===== src/rtl/alu_mc_pkg.sv =====
// alu_mc shared definitions: opcode map and FSM state encoding.
// Imported by alu_mc and alu_muldiv_iter.
package alu_mc_pkg;

  localparam logic [3:0] ALU_SLL  = 4'd0;
  localparam logic [3:0] ALU_SRA  = 4'd1;
  localparam logic [3:0] ALU_SRL  = 4'd2;
  localparam logic [3:0] ALU_MULU = 4'd3;
  localparam logic [3:0] ALU_DIVU = 4'd4;
  localparam logic [3:0] ALU_ADD  = 4'd5;
  localparam logic [3:0] ALU_SUB  = 4'd6;
  localparam logic [3:0] ALU_AND  = 4'd7;
  localparam logic [3:0] ALU_OR   = 4'd8;
  localparam logic [3:0] ALU_XOR  = 4'd9;
  localparam logic [3:0] ALU_NOR  = 4'd10;
  localparam logic [3:0] ALU_SLT  = 4'd11;
  localparam logic [3:0] ALU_SLTU = 4'd12;
  localparam logic [3:0] ALU_MULT = 4'd13;
  localparam logic [3:0] ALU_DIV  = 4'd14;

  typedef enum logic [1:0] {
    ST_IDLE = 2'd0,
    ST_MUL  = 2'd1,
    ST_DIV  = 2'd2,
    ST_DONE = 2'd3
  } state_t;

endpackage


===== src/rtl/alu_muldiv_iter.sv =====
// Iterative shift-add multiplier / restoring divider, one bit per cycle.
// Ports: clk, rst (sync high); i_start loads i_a/i_b with i_div/i_signed;
// o_done marks the cycle o_lo/o_hi carry the final result (lo=prod/quot).
module alu_muldiv_iter
  import alu_mc_pkg::*;
#(
  parameter int WIDTH = 32
) (
  input  logic             clk,
  input  logic             rst,
  input  logic             i_start,
  input  logic             i_div,
  input  logic             i_signed,
  input  logic [WIDTH-1:0] i_a,
  input  logic [WIDTH-1:0] i_b,
  output logic             o_done,
  output logic [WIDTH-1:0] o_lo,
  output logic [WIDTH-1:0] o_hi
);

  localparam int CW = $clog2(WIDTH) + 1;

  logic             r_act;
  logic             r_div;
  logic             r_sgn;
  logic             r_neg_q;
  logic             r_neg_r;
  logic [CW-1:0]    r_cnt;
  logic [WIDTH-1:0] r_hi;
  logic [WIDTH-1:0] r_lo;
  logic [WIDTH-1:0] r_b;

  logic [WIDTH-1:0] w_a_abs;
  logic [WIDTH-1:0] w_b_abs;
  logic [WIDTH:0]   w_msum;
  logic [WIDTH:0]   w_dsh;
  logic [WIDTH:0]   w_dtry;
  logic             w_dok;
  logic [WIDTH-1:0] w_nhi;
  logic [WIDTH-1:0] w_nlo;
  logic [2*WIDTH-1:0] w_prod;
  logic [2*WIDTH-1:0] w_nprod;

  assign w_a_abs = (i_signed && i_a[WIDTH-1]) ? -i_a : i_a;
  assign w_b_abs = (i_signed && i_b[WIDTH-1]) ? -i_b : i_b;

  // mul: {hi,lo} holds partial product in hi, multiplier in lo
  assign w_msum = {1'b0, r_hi} + (r_lo[0] ? {1'b0, r_b} : '0);

  // div: hi is partial remainder, lo shifts dividend out / quotient in
  assign w_dsh  = {r_hi, r_lo[WIDTH-1]};
  assign w_dtry = w_dsh - {1'b0, r_b};
  assign w_dok  = !w_dtry[WIDTH];

  always_comb begin
    w_nhi = w_msum[WIDTH:1];
    w_nlo = {w_msum[0], r_lo[WIDTH-1:1]};
    if (r_div) begin
      w_nhi = w_dok ? w_dtry[WIDTH-1:0] : w_dsh[WIDTH-1:0];
      w_nlo = {r_lo[WIDTH-2:0], w_dok};
    end
  end

  assign w_prod  = {r_hi, r_lo};
  assign w_nprod = -w_prod;

  // unsigned: result is the last step's next value;
  // signed: one extra cycle applies the sign fixup
  assign o_done = r_act &&
    (r_sgn ? (r_cnt == '0) : (r_cnt == CW'(1)));

  always_comb begin
    o_lo = w_nlo;
    o_hi = w_nhi;
    if (r_sgn) begin
      if (r_div) begin
        o_lo = r_neg_q ? -r_lo : r_lo;
        o_hi = r_neg_r ? -r_hi : r_hi;
      end else begin
        o_lo = r_neg_q ? w_nprod[WIDTH-1:0] : r_lo;
        o_hi = r_neg_q ? w_nprod[2*WIDTH-1:WIDTH] : r_hi;
      end
    end
  end

  always_ff @(posedge clk) begin
    if (rst) begin
      r_act   <= 1'b0;
      r_div   <= 1'b0;
      r_sgn   <= 1'b0;
      r_neg_q <= 1'b0;
      r_neg_r <= 1'b0;
      r_cnt   <= '0;
      r_hi    <= '0;
      r_lo    <= '0;
      r_b     <= '0;
    end else if (i_start) begin
      r_act   <= 1'b1;
      r_div   <= i_div;
      r_sgn   <= i_signed;
      r_neg_q <= i_signed && (i_a[WIDTH-1] ^ i_b[WIDTH-1]);
      r_neg_r <= i_signed && i_a[WIDTH-1];
      r_cnt   <= CW'(WIDTH);
      r_hi    <= '0;
      r_lo    <= w_a_abs;
      r_b     <= w_b_abs;
    end else if (r_act) begin
      if (r_cnt != '0) begin
        r_hi  <= w_nhi;
        r_lo  <= w_nlo;
        r_cnt <= r_cnt - CW'(1);
      end
      if (o_done) r_act <= 1'b0;
    end
  end

endmodule


===== src/rtl/alu_mc.sv =====
// Multi-cycle MIPS ALU with valid/ready handshake and registered outputs.
// Ports: in_valid/in_ready accept ALUop,sr,tg; out_valid/out_ready
// hand over result1/result2/OF/CF/Equal; busy flags mul/div iteration.
// Option: define ALU_MC_SIGNED_MULDIV_EN for signed mult (13) / div (14).
module alu_mc
  import alu_mc_pkg::*;
#(
  parameter int WIDTH = 32,
  parameter int SHW   = $clog2(WIDTH)
) (
  input  logic             clk,
  input  logic             rst,
  input  logic             in_valid,
  output logic             in_ready,
  input  logic [3:0]       ALUop,
  input  logic [WIDTH-1:0] sr,
  input  logic [WIDTH-1:0] tg,
  output logic             out_valid,
  input  logic             out_ready,
  output logic [WIDTH-1:0] result1,
  output logic [WIDTH-1:0] result2,
  output logic             OF,
  output logic             CF,
  output logic             Equal,
  output logic             busy
);

  state_t r_state;

  logic             w_accept;
  logic             w_is_mul;
  logic             w_is_div;
  logic             w_signed;
  logic             w_div0;
  logic             w_start;
  logic [SHW-1:0]   w_sh;
  logic [WIDTH:0]   w_add;
  logic [WIDTH:0]   w_sub;
  logic             w_slt;
  logic             w_sltu;
  logic [WIDTH-1:0] w_r1;
  logic             w_of;
  logic             w_cf;
  logic             w_md_done;
  logic [WIDTH-1:0] w_md_lo;
  logic [WIDTH-1:0] w_md_hi;

  assign in_ready = (r_state == ST_IDLE) ||
                    (r_state == ST_DONE && out_ready);
  assign w_accept = in_valid && in_ready;

`ifdef ALU_MC_SIGNED_MULDIV_EN
  assign w_is_mul = (ALUop == ALU_MULU) || (ALUop == ALU_MULT);
  assign w_is_div = (ALUop == ALU_DIVU) || (ALUop == ALU_DIV);
  assign w_signed = (ALUop == ALU_MULT) || (ALUop == ALU_DIV);
`else
  assign w_is_mul = (ALUop == ALU_MULU);
  assign w_is_div = (ALUop == ALU_DIVU);
  assign w_signed = 1'b0;
`endif

  assign w_div0  = w_is_div && (tg == '0);
  assign w_start = w_accept && (w_is_mul || (w_is_div && !w_div0));

  assign w_sh   = tg[SHW-1:0];
  assign w_add  = {1'b0, sr} + {1'b0, tg};
  assign w_sub  = {1'b0, sr} - {1'b0, tg};
  assign w_slt  = $signed(sr) < $signed(tg);
  assign w_sltu = sr < tg;

  always_comb begin
    w_r1 = '0;
    w_of = 1'b0;
    w_cf = 1'b0;
    unique case (ALUop)
      ALU_SLL: w_r1 = sr << w_sh;
      ALU_SRA: w_r1 = $signed(sr) >>> w_sh;
      ALU_SRL: w_r1 = sr >> w_sh;
      ALU_ADD: begin
        w_r1 = w_add[WIDTH-1:0];
        w_cf = w_add[WIDTH];
        w_of = (sr[WIDTH-1] == tg[WIDTH-1]) &&
               (w_add[WIDTH-1] != sr[WIDTH-1]);
      end
      ALU_SUB: begin
        w_r1 = w_sub[WIDTH-1:0];
        w_cf = w_sub[WIDTH];
        w_of = (sr[WIDTH-1] != tg[WIDTH-1]) &&
               (w_sub[WIDTH-1] != sr[WIDTH-1]);
      end
      ALU_AND:  w_r1 = sr & tg;
      ALU_OR:   w_r1 = sr | tg;
      ALU_XOR:  w_r1 = sr ^ tg;
      ALU_NOR:  w_r1 = ~(sr | tg);
      ALU_SLT:  w_r1 = {{(WIDTH-1){1'b0}}, w_slt};
      ALU_SLTU: w_r1 = {{(WIDTH-1){1'b0}}, w_sltu};
      default:  w_r1 = '0;
    endcase
  end

  alu_muldiv_iter #(
    .WIDTH (WIDTH)
  ) u_md (
    .clk      (clk),
    .rst      (rst),
    .i_start  (w_start),
    .i_div    (w_is_div),
    .i_signed (w_signed),
    .i_a      (sr),
    .i_b      (tg),
    .o_done   (w_md_done),
    .o_lo     (w_md_lo),
    .o_hi     (w_md_hi)
  );

  always_ff @(posedge clk) begin
    if (rst) begin
      r_state   <= ST_IDLE;
      out_valid <= 1'b0;
      result1   <= '0;
      result2   <= '0;
      OF        <= 1'b0;
      CF        <= 1'b0;
      Equal     <= 1'b0;
      busy      <= 1'b0;
    end else begin
      unique case (r_state)
        ST_IDLE, ST_DONE: begin
          if (w_accept) begin
            Equal <= (sr == tg);
            OF    <= 1'b0;
            CF    <= 1'b0;
            if (w_start) begin
              r_state   <= w_is_div ? ST_DIV : ST_MUL;
              out_valid <= 1'b0;
              busy      <= 1'b1;
            end else if (w_div0) begin
              r_state   <= ST_DONE;
              out_valid <= 1'b1;
              result1   <= '1;
              result2   <= sr;
              CF        <= 1'b1;
            end else begin
              r_state   <= ST_DONE;
              out_valid <= 1'b1;
              result1   <= w_r1;
              result2   <= '0;
              OF        <= w_of;
              CF        <= w_cf;
            end
          end else if (r_state == ST_DONE && out_ready) begin
            r_state   <= ST_IDLE;
            out_valid <= 1'b0;
          end
        end
        ST_MUL, ST_DIV: begin
          if (w_md_done) begin
            r_state   <= ST_DONE;
            out_valid <= 1'b1;
            busy      <= 1'b0;
            result1   <= w_md_lo;
            result2   <= w_md_hi;
          end
        end
      endcase
    end
  end

endmodule


===== config.mk =====
export PLATFORM = sky130hd
export DESIGN_NAME = alu_mc
export DESIGN_NICKNAME = d
export VERILOG_FILES = /design/src/rtl/alu_mc_pkg.sv /design/src/rtl/alu_muldiv_iter.sv /design/src/rtl/alu_mc.sv
export SDC_FILE = /design/constraint.sdc
export NUM_CORES = 1
export LEC_CHECK = 0
export CORE_AREA = 2 2 251 278
export CTS_BUF_LIST = sky130_fd_sc_hd__clkbuf_2 sky130_fd_sc_hd__clkbuf_4 sky130_fd_sc_hd__clkbuf_8
export CTS_CLUSTER_DIAMETER = 40
export DETAILED_ROUTE_END_ITERATION = 6
export DIE_AREA = 0 0 253 280
export GPL_TIMING_DRIVEN = 0
export PLACE_DENSITY_LB_ADDON = 0.08
export SYNTH_ARGS = -nofsm -noshare
export SYNTH_HDL_FRONTEND = slang
export SYNTH_SLANG_ARGS = --single-unit

===== constraint.sdc =====
create_clock -name clk -period 3.9 [get_ports clk]
set_input_delay 0.78 -clock clk [delete_from_list [all_inputs] [get_ports clk]]
set_output_delay 0.78 -clock clk [all_outputs]
set_load 0.005 [all_outputs]

==> impl_metrics.yaml, run 1 <==
layout:
  layout-drive-gt1-share_pct: 14.7
  multiInputGateArea_mm2: 0.0170
  area_growth_pct: 22.2
  num-nets-final: 3412
  filler_cell_count: 7298
  regArea_mm2: 0.00351
  fin_cells: 4045
clock_network:
  clock_latency_ns: 0.51
  path_clk_slew_ns: 0.10
  cts_buffers: 17
  cts_tree: "done"
  cts_hold_buf: 0
  cts_max_level: 4
  cts-root-buf: "clkbuf_8"
  cts_sinks: 175
  clock_path_buffers: 2
pwr:
  internal_power_uw: 4480
  power_leakage_uw: 0.00990
  switching_share_pct: 52.2
  power_uw: 9380
  pwr-share-clk_pct: 14.4
  pwr-share-seq_pct: 24.1
  vdd_drop_max_v: 0.000227
  power.switching_uw: 4900
  power_density_mw_per_mm2: 367
  p_comb_share_pct: 61.5
grt:
  gr-usage-all-layers_pct: 39.0
  antenna_found_initial: 4
  grt_max_degree: 18
  grt_pass1_wl_mm: 194
  grt_pass1_vias: 24800
  overflow: 0
yosys:
  yosysWarnings: 0
  yosysTopAreaCell: "dfxtp_1"
  synthesis.nets: 3208
  synth_top_area_share_pct: 16.7
  synthFlopType: "dfxtp_1"
  synth_common_cells: "355 x a21oi_1, 325 x nor2_1, 321 x nand2_1"
  ys_top_cells_by_area: "dfxtp_1 17%, ha_1 11%, a21oi_1 8.5%"
  ys_ff_latch: 175
  syn_area_mm2: 0.0209
  syn_area_per_cell_um2: 7.09
  yosysMostFrequentCell: "a21oi_1"
  seq_area_frac_synth_pct: 16.7
  synth_edf_count: 0
  postSynthCellCount: 2950
  ys_types: 96
  async_reset_ff_share_pct: 0
drt:
  drtAntennaViolNets: 0
  wirelength_mm: 142
  num_vias: 25800
  drc_errors: 0
  dr.pass1.iters: 7
  via_per_inst: 6.38
  drt_iter0_markers: 3102
  wl_per_cell_um: 35.0
critical_path:
  cp.arrival_ns: 4.34
  crit_type: "input port to flop"
  cp_cell_sequence: "clkdlybuf4s50_1 > buf_4 > nand2b_1 > nor2_1 > clkbuf_4 > buf_4 > a221oi_4 > o2111ai_1 > a21oi_2 > o221ai_2 > a22o_1"
  rrSetupSlack_ns: 0.08
  critPathSlowestCell: "clkdlybuf4s50_1"
  timing.rr.start: "u_md.r_b[5]"
  max_stage_delay_ns: 0.63
  r2r-end: "result2[9]"
  setup.worst_path.start_class: "input port"
  cpLargestDelayFamily: "buffers and inverters"
  reg2reg_depth: 13
  end_kind: "flop"
  required_ns: 4.31
  timing.critical_path.mode_cell: "buf_4"
  path_max_fanout: 10
  crit_buf_inv: 4
sta:
  fmaxAchievable_mhz: 254
  hold_viol_final: 0
  finalSetupViolations: 8
  finalCritPeriodShare_pct: 101
  layout_min_cycle_time_ns: 3.93
  layout_setup_ws_ns: -0.0318
  worst_slew_pin_slew_ns: 1.26
  holdWs_ns: 0.461
  maxSlewViolCount: 0
  slew_headroom_pct: 15.9
  rsz0062_at_grt: "true"
  clock_skew_ns: 0.0189
die:
  dieArea_mm2: 0.0708
  rows: 101
  core_mm2: 0.0682
  die_h_um: 280
  initial_utilization_pct: 30.7
  fp.dieW_um: 253
  io-pin-count: 142
place:
  numPortBuffers: 141
  dp_cells: 3971
  dp_hpwl_mm: 114
  finalWeightedCongestion: 1.06
flow_run:
  cap_violations: 0
run_status:
  violations: "negative setup slack"
  status: "finished with violations"
min_path:
  min_path_type: "flop to flop"
  hold_start: "result1[4]"
  holdPathStages: 2
  min_to: "result1[4]"
==> metal layers <==
| metal | wire (µm) | part of all wire (%) | global-route usage [%] | vias to the layer above |
|---|---|---|---|---|
| li1 | - | - | - | 11200 |
| met1 | 52300 | 37 | 44.1 | 12600 |
| met2 | 64100 | 45 | 63.9 | 1482 |
| met3 | 10900 | 7.7 | 7.50 | 452 |
| met4 | 14300 | 10 | 31.4 | 2 |
| met5 | 13 | 0.0092 | 0 | - |
==> power groups by stage <==
stage | clock network (µW) | logic, µW | registers, µW
2_1_floorplan | 0 | 2580 | 2180
3_3_place_gp | 0 | 5140 | 2300
3_5_place_dp | 0 | 5130 | 2290
4_1_cts | 1360 | 5500 | 2260
5_1_grt | 1430 | 5950 | 2280
6_report | 1350 | 5770 | 2260
==> state kept, by name, summed over array words and instances, names as in the netlist, 2 cells and up <==
signal / count
result1: 32
result2: 32
u_md.r_b: 32
u_md.r_hi: 32
u_md.r_lo: 32
u_md.r_cnt: 6
r_state: 2
==> worst reg2reg max path: stages, from the launching register on <==
cell and delay [ns]:
dfxtp_2 0.40, inv_1 0.07, ha_1 0.37, a21o_1 0.23
or3_1 0.35, o21a_2 0.25, a21boi_4 0.26, a31o_4 0.26
xor2_4 0.43, buf_6 0.27, nand2_1 0.09, a31oi_2 0.38
a221oi_1 0.18, nor3_1 0.21
==> worst max-delay path by stage <==
| stage | cells after the start | slack [ns] | startpoint | to |
|---|---|---|---|---|
| floorplan | 14 | -0.004 | tg[1] | OF |
| global placement | 15 | -2.89 | tg[1] | result1[25] |
| detailed placement | 15 | -2.88 | tg[1] | result1[25] |
| CTS | 14 | -0.06 | sr[20] | result1[25] |
| global route | 10 | -0.02 | tg[31] | u_md.r_hi[15] |
| finish | 11 | -0.03 | ALUop[3] | result1[19] |
==> layout by cell type (no fill, tap or decap), types with 24 or more instances in the layout <==
cell type	instances
clkbuf_2	46
o211ai_1	39
mux2i_1	85
nand3_1	66
a221oi_1	31
ha_1	175
clkdlybuf4s50_1	95
clkbuf_1	101
a21o_1	35
nor2_1	320
and2_1	43
o21ai_0	176
nand2_1	320
inv_1	137
a21oi_1	336
dfxtp_1	172
a211oi_1	61
nor3_1	60
nor2b_1	24
xnor2_1	45
buf_4	63
mux4_2	36
buf_2	30
==> metrics by stage <==
| stage | TNS [ns] | worst slack [ns] | utilization [%] | cell area, µm² |
|---|---|---|---|---|
| 6_report | -0.111 | -0.0318 | 37.5 | 25600 |
| 5_1_grt | -0.0558 | -0.0218 | 37.5 | 25600 |
| 4_1_cts | -0.0617 | -0.0617 | 36.8 | 25100 |
| 3_5_place_dp | -186.76 | -2.88 | 34.4 | 23500 |
| 3_3_place_gp | -199.30 | -2.89 | 34.3 | 23400 |
| 2_1_floorplan | -0.00376 | -0.00376 | - | 20900 |
==> cell type report <==
type / count / share of cell area (%)
tap: 875 / 4.28
clock inverter: 14 / 0.582
sequential: 175 / 13.7
buffer: 216 / 4.83
inverter: 149 / 2.35
timing repair buffer: 191 / 6.77
antenna: 3 / 0.0294
clock buffer: 18 / 0.969
multi-input combinational: 2404 / 66.5
==> logic make-up (layout without fill, tap and decap cells) <==
group / after synthesis / in the layout / share of synthesized area [%]
AOI/OAI and AO/OA: 1032 / 1032 / 31.8
DFF: 175 / 175 / 16.7
buffers and inverters: 371 / 588 / 7.00
other: 0 / 3 / 0
xor gates and xnor gates: 65 / 65 / 2.90
muxes: 145 / 145 / 9.21
adders and majority gates: 186 / 186 / 11.3
and+or+nand+nor: 976 / 976 / 21.1
==> repair_timing <==
item                       4_1_cts  5_1_grt
setup endpoints to repair      137       77
pin swaps                       24       24
setup buffers                   30       15
resized for setup              365      155
Note: power is estimated with default switching activity, not from simulation.
==> run 2, diff against run 1 <==
--- a/config.mk
+++ b/config.mk
@@ -5,6 +5,8 @@
 export SDC_FILE = /design/constraint.sdc
 export NUM_CORES = 1
 export LEC_CHECK = 0
+export CELL_PAD_IN_SITES_DETAIL_PLACEMENT = 1
+export CELL_PAD_IN_SITES_GLOBAL_PLACEMENT = 2
 export CORE_AREA = 2 2 251 278
 export CTS_BUF_LIST = sky130_fd_sc_hd__clkbuf_2 sky130_fd_sc_hd__clkbuf_4 sky130_fd_sc_hd__clkbuf_8
 export CTS_CLUSTER_DIAMETER = 40
@@ -12,6 +14,7 @@
 export DIE_AREA = 0 0 253 280
 export GPL_TIMING_DRIVEN = 0
 export PLACE_DENSITY_LB_ADDON = 0.08
+export REMOVE_ABC_BUFFERS = 1
 export SYNTH_ARGS = -nofsm -noshare
 export SYNTH_HDL_FRONTEND = slang
 export SYNTH_SLANG_ARGS = --single-unit
==> run 2 against run 1 <==
Compared with the run above:
- the flow still finishes with violations (negative setup slack)
- non-clock buffer count is 193 lower
- die area stayed put
- clock skew is 0.0070 ns higher
- sequential share of layout area is 0.53 points higher
- global-route usage is 6.1 points lower
- combinational power is 8.0% lower
- sequential power is 2% lower
- power is 5.6% lower
- via count is 7.7% lower
- register-to-register slack better by 0.02 ns
- first-iteration DRC count is 46% lower
- setup slack worse by 0.058 ns
==> impl_metrics.yaml, run 2 (same netlist as run 1, synthesis figures left out) <==
run_status:
  status: "finished with violations"
  violations: "negative setup slack"
die:
  die_h_um: 280
  initial_utilization_pct: 30.7
  dieArea_mm2: 0.0708
  rows: 101
  core_mm2: 0.0682
  io-pin-count: 142
  fp.dieW_um: 253
clock_network:
  cts_max_level: 4
  path_clk_slew_ns: 0.10
  cts-root-buf: "clkbuf_8"
  clock_latency_ns: 0.52
  cts_hold_buf: 0
  cts_sinks: 175
  cts_buffers: 17
  clock_path_buffers: 2
  cts_tree: "done"
sta:
  layout_min_cycle_time_ns: 3.99
  fmaxAchievable_mhz: 251
  slew_headroom_pct: 21.0
  finalSetupViolations: 1
  holdWs_ns: 0.459
  layout_setup_ws_ns: -0.0900
  finalCritPeriodShare_pct: 102
  clock_skew_ns: 0.0258
  maxSlewViolCount: 0
  hold_viol_final: 0
  worst_slew_pin_slew_ns: 1.19
critical_path:
  timing.rr.start: "u_md.r_lo[0]"
  timing.critical_path.mode_cell: "a21oi_1"
  cpLargestDelayFamily: "compound AO/OA/AOI/OAI gates"
  cp.arrival_ns: 4.39
  r2r-end: "u_md.r_hi[29]"
  path_max_fanout: 14
  max_stage_delay_ns: 0.84
  critPathSlowestCell: "clkdlybuf4s50_1"
  setup.worst_path.start_class: "input port"
  cp.depth: 10
  cp_cell_sequence: "clkdlybuf4s50_1 > mux2_2 > o21ai_0 > a21oi_1 > a21oi_1 > or3_1 > nand4_1 > a2111o_1 > o22ai_2 > o21ai_1"
  required_ns: 4.30
  reg2reg_depth: 13
  crit_type: "input port to flop"
  end_kind: "flop"
  rrSetupSlack_ns: 0.10
  crit_buf_inv: 1
drt:
  drtAntennaViolNets: 0
  top_layer_used: "met4"
  met3WireLength_mm: 5.07
  wl_met2_mm: 57.6
  dr.pass1.iters: 5
  wirelength_mm: 121
  num_vias: 23800
  wl_per_cell_um: 31.3
  wl_met1_mm: 51.5
  drt_iter0_markers: 1669
  via_per_inst: 6.18
  drc_errors: 0
grt:
  gr-usage-all-layers_pct: 32.8
  grt_max_degree: 100
  overflow: 0
  antenna_found_initial: 6
  grt_pass1_wl_mm: 170
  grt_pass1_vias: 23900
place:
  place_ws_ns: -2.74
  dp_hpwl_mm: 90.1
  post_dp_cell_area_mm2: 0.0232
  finalWeightedCongestion: 0.980
  numPortBuffers: 141
min_path:
  hold_start: "result1[5]"
  min_path_type: "flop to flop"
  min_to: "result1[5]"
  holdPathStages: 2
layout:
  final_cell_mix: "348 x a21oi_1, 317 x nand2_1, 315 x nor2_1"
  final_common_cell: "a21oi_1"
  num-nets-final: 3223
  post-route-util_pct: 36.1
  final_area_mm2: 0.0246
  layout-drive-gt1-share_pct: 12.4
  area_growth_pct: 17.8
pwr:
  power_leakage_uw: 0.00953
  power_density_mw_per_mm2: 360
  vdd_drop_max_v: 0.000304
flow_run:
  cap_violations: 0
==> run 2: cell types whose count changed in the layout (fill, tap and decap cells not counted), moves of 14 or more <==
cell,change
buf_12,+14
buf_4,-24
clkbuf_2,-31
clkdlybuf4s50_1,-22
clkbuf_1,-101
==> run 2: area by class of cell <==
| cell class | count | area [µm²] |
|---|---|---|
| Fill cell | 8337 | 43600 |
| Multi-Input combinational cell | 2407 | 16700 |
| Sequential cell | 175 | 3510 |
| Timing Repair Buffer | 214 | 2320 |
| Tap cell | 875 | 1090 |
| Inverter | 149 | 597 |
| Clock buffer | 20 | 269 |
| Clock inverter | 10 | 103 |
| Antenna cell | 4 | 10.0 |
| Timing Repair inverter | 1 | 5.00 |
==> run 2: timing repair <==
item,CTS,global route
endpoints found under the setup margin,151,74
gates cloned,5,4
setup buffers,21,15
hold endpoints to repair,0,0
resized for setup,249,128
pin swaps,13,17
==> run 2: worst max path at each step <==
stage | from | endpoint | slack (ns)
3_5_place_dp | tg[1] | result1[29] | -2.74
5_1_grt | tg[1] | result1[25] | -0.001
3_3_place_gp | tg[1] | u_md.r_hi[31] | -15.64
2_1_floorplan | ALUop[0] | u_md.r_hi[31] | -4.77
4_1_cts | tg[6] | result1[29] | -0.02
6_report | sr[31] | result1[26] | -0.09
==> run 2: metrics by stage <==
| step | power [µW] | setup TNS [ns] | instances |
|---|---|---|---|
| 3_5_place_dp | 6890 | -183.16 | 3776 |
| 4_1_cts | 8600 | -0.0152 | 3832 |
| 2_1_floorplan | 4570 | -347.53 | 2728 |
| 3_3_place_gp | 6800 | -1587.96 | 3744 |
| 6_report | 8860 | -0.0900 | 3855 |
| 5_1_grt | 9240 | -0.00106 | 3852 |
==> run 2: worst reg2reg max path, cell delays in order, from the launching register on <==
cell and delay, ns:
dfxtp_4 0.41, buf_4 0.18, and2_1 0.14, ha_1 0.38, a21oi_1 0.30, o21ai_0 0.24
a211oi_1 0.42, o21ai_0 0.31, a21oi_2 0.32, nor2_1 0.09, or4_1 0.40, a21oi_1 0.19
a31oi_1 0.06, a32o_1 0.24
==> run 2: report_power, final <==
part | switching [µW] | total (µW) | leakage [µW] | internal [µW]
clock | 783 | 1330 | 0.000192 | 550
sequential | 198 | 2210 | 0.00142 | 2010
combinational | 3360 | 5310 | 0.00792 | 1950
==> run 2: routing by layer <==
metal | vias up | global-route usage [%]
met3 | 216 | 3.45
met4 | 0 | 15.7
met5 | - | 0
li1 | 10800 | -
met2 | 774 | 56.1
met1 | 12000 | 41.1
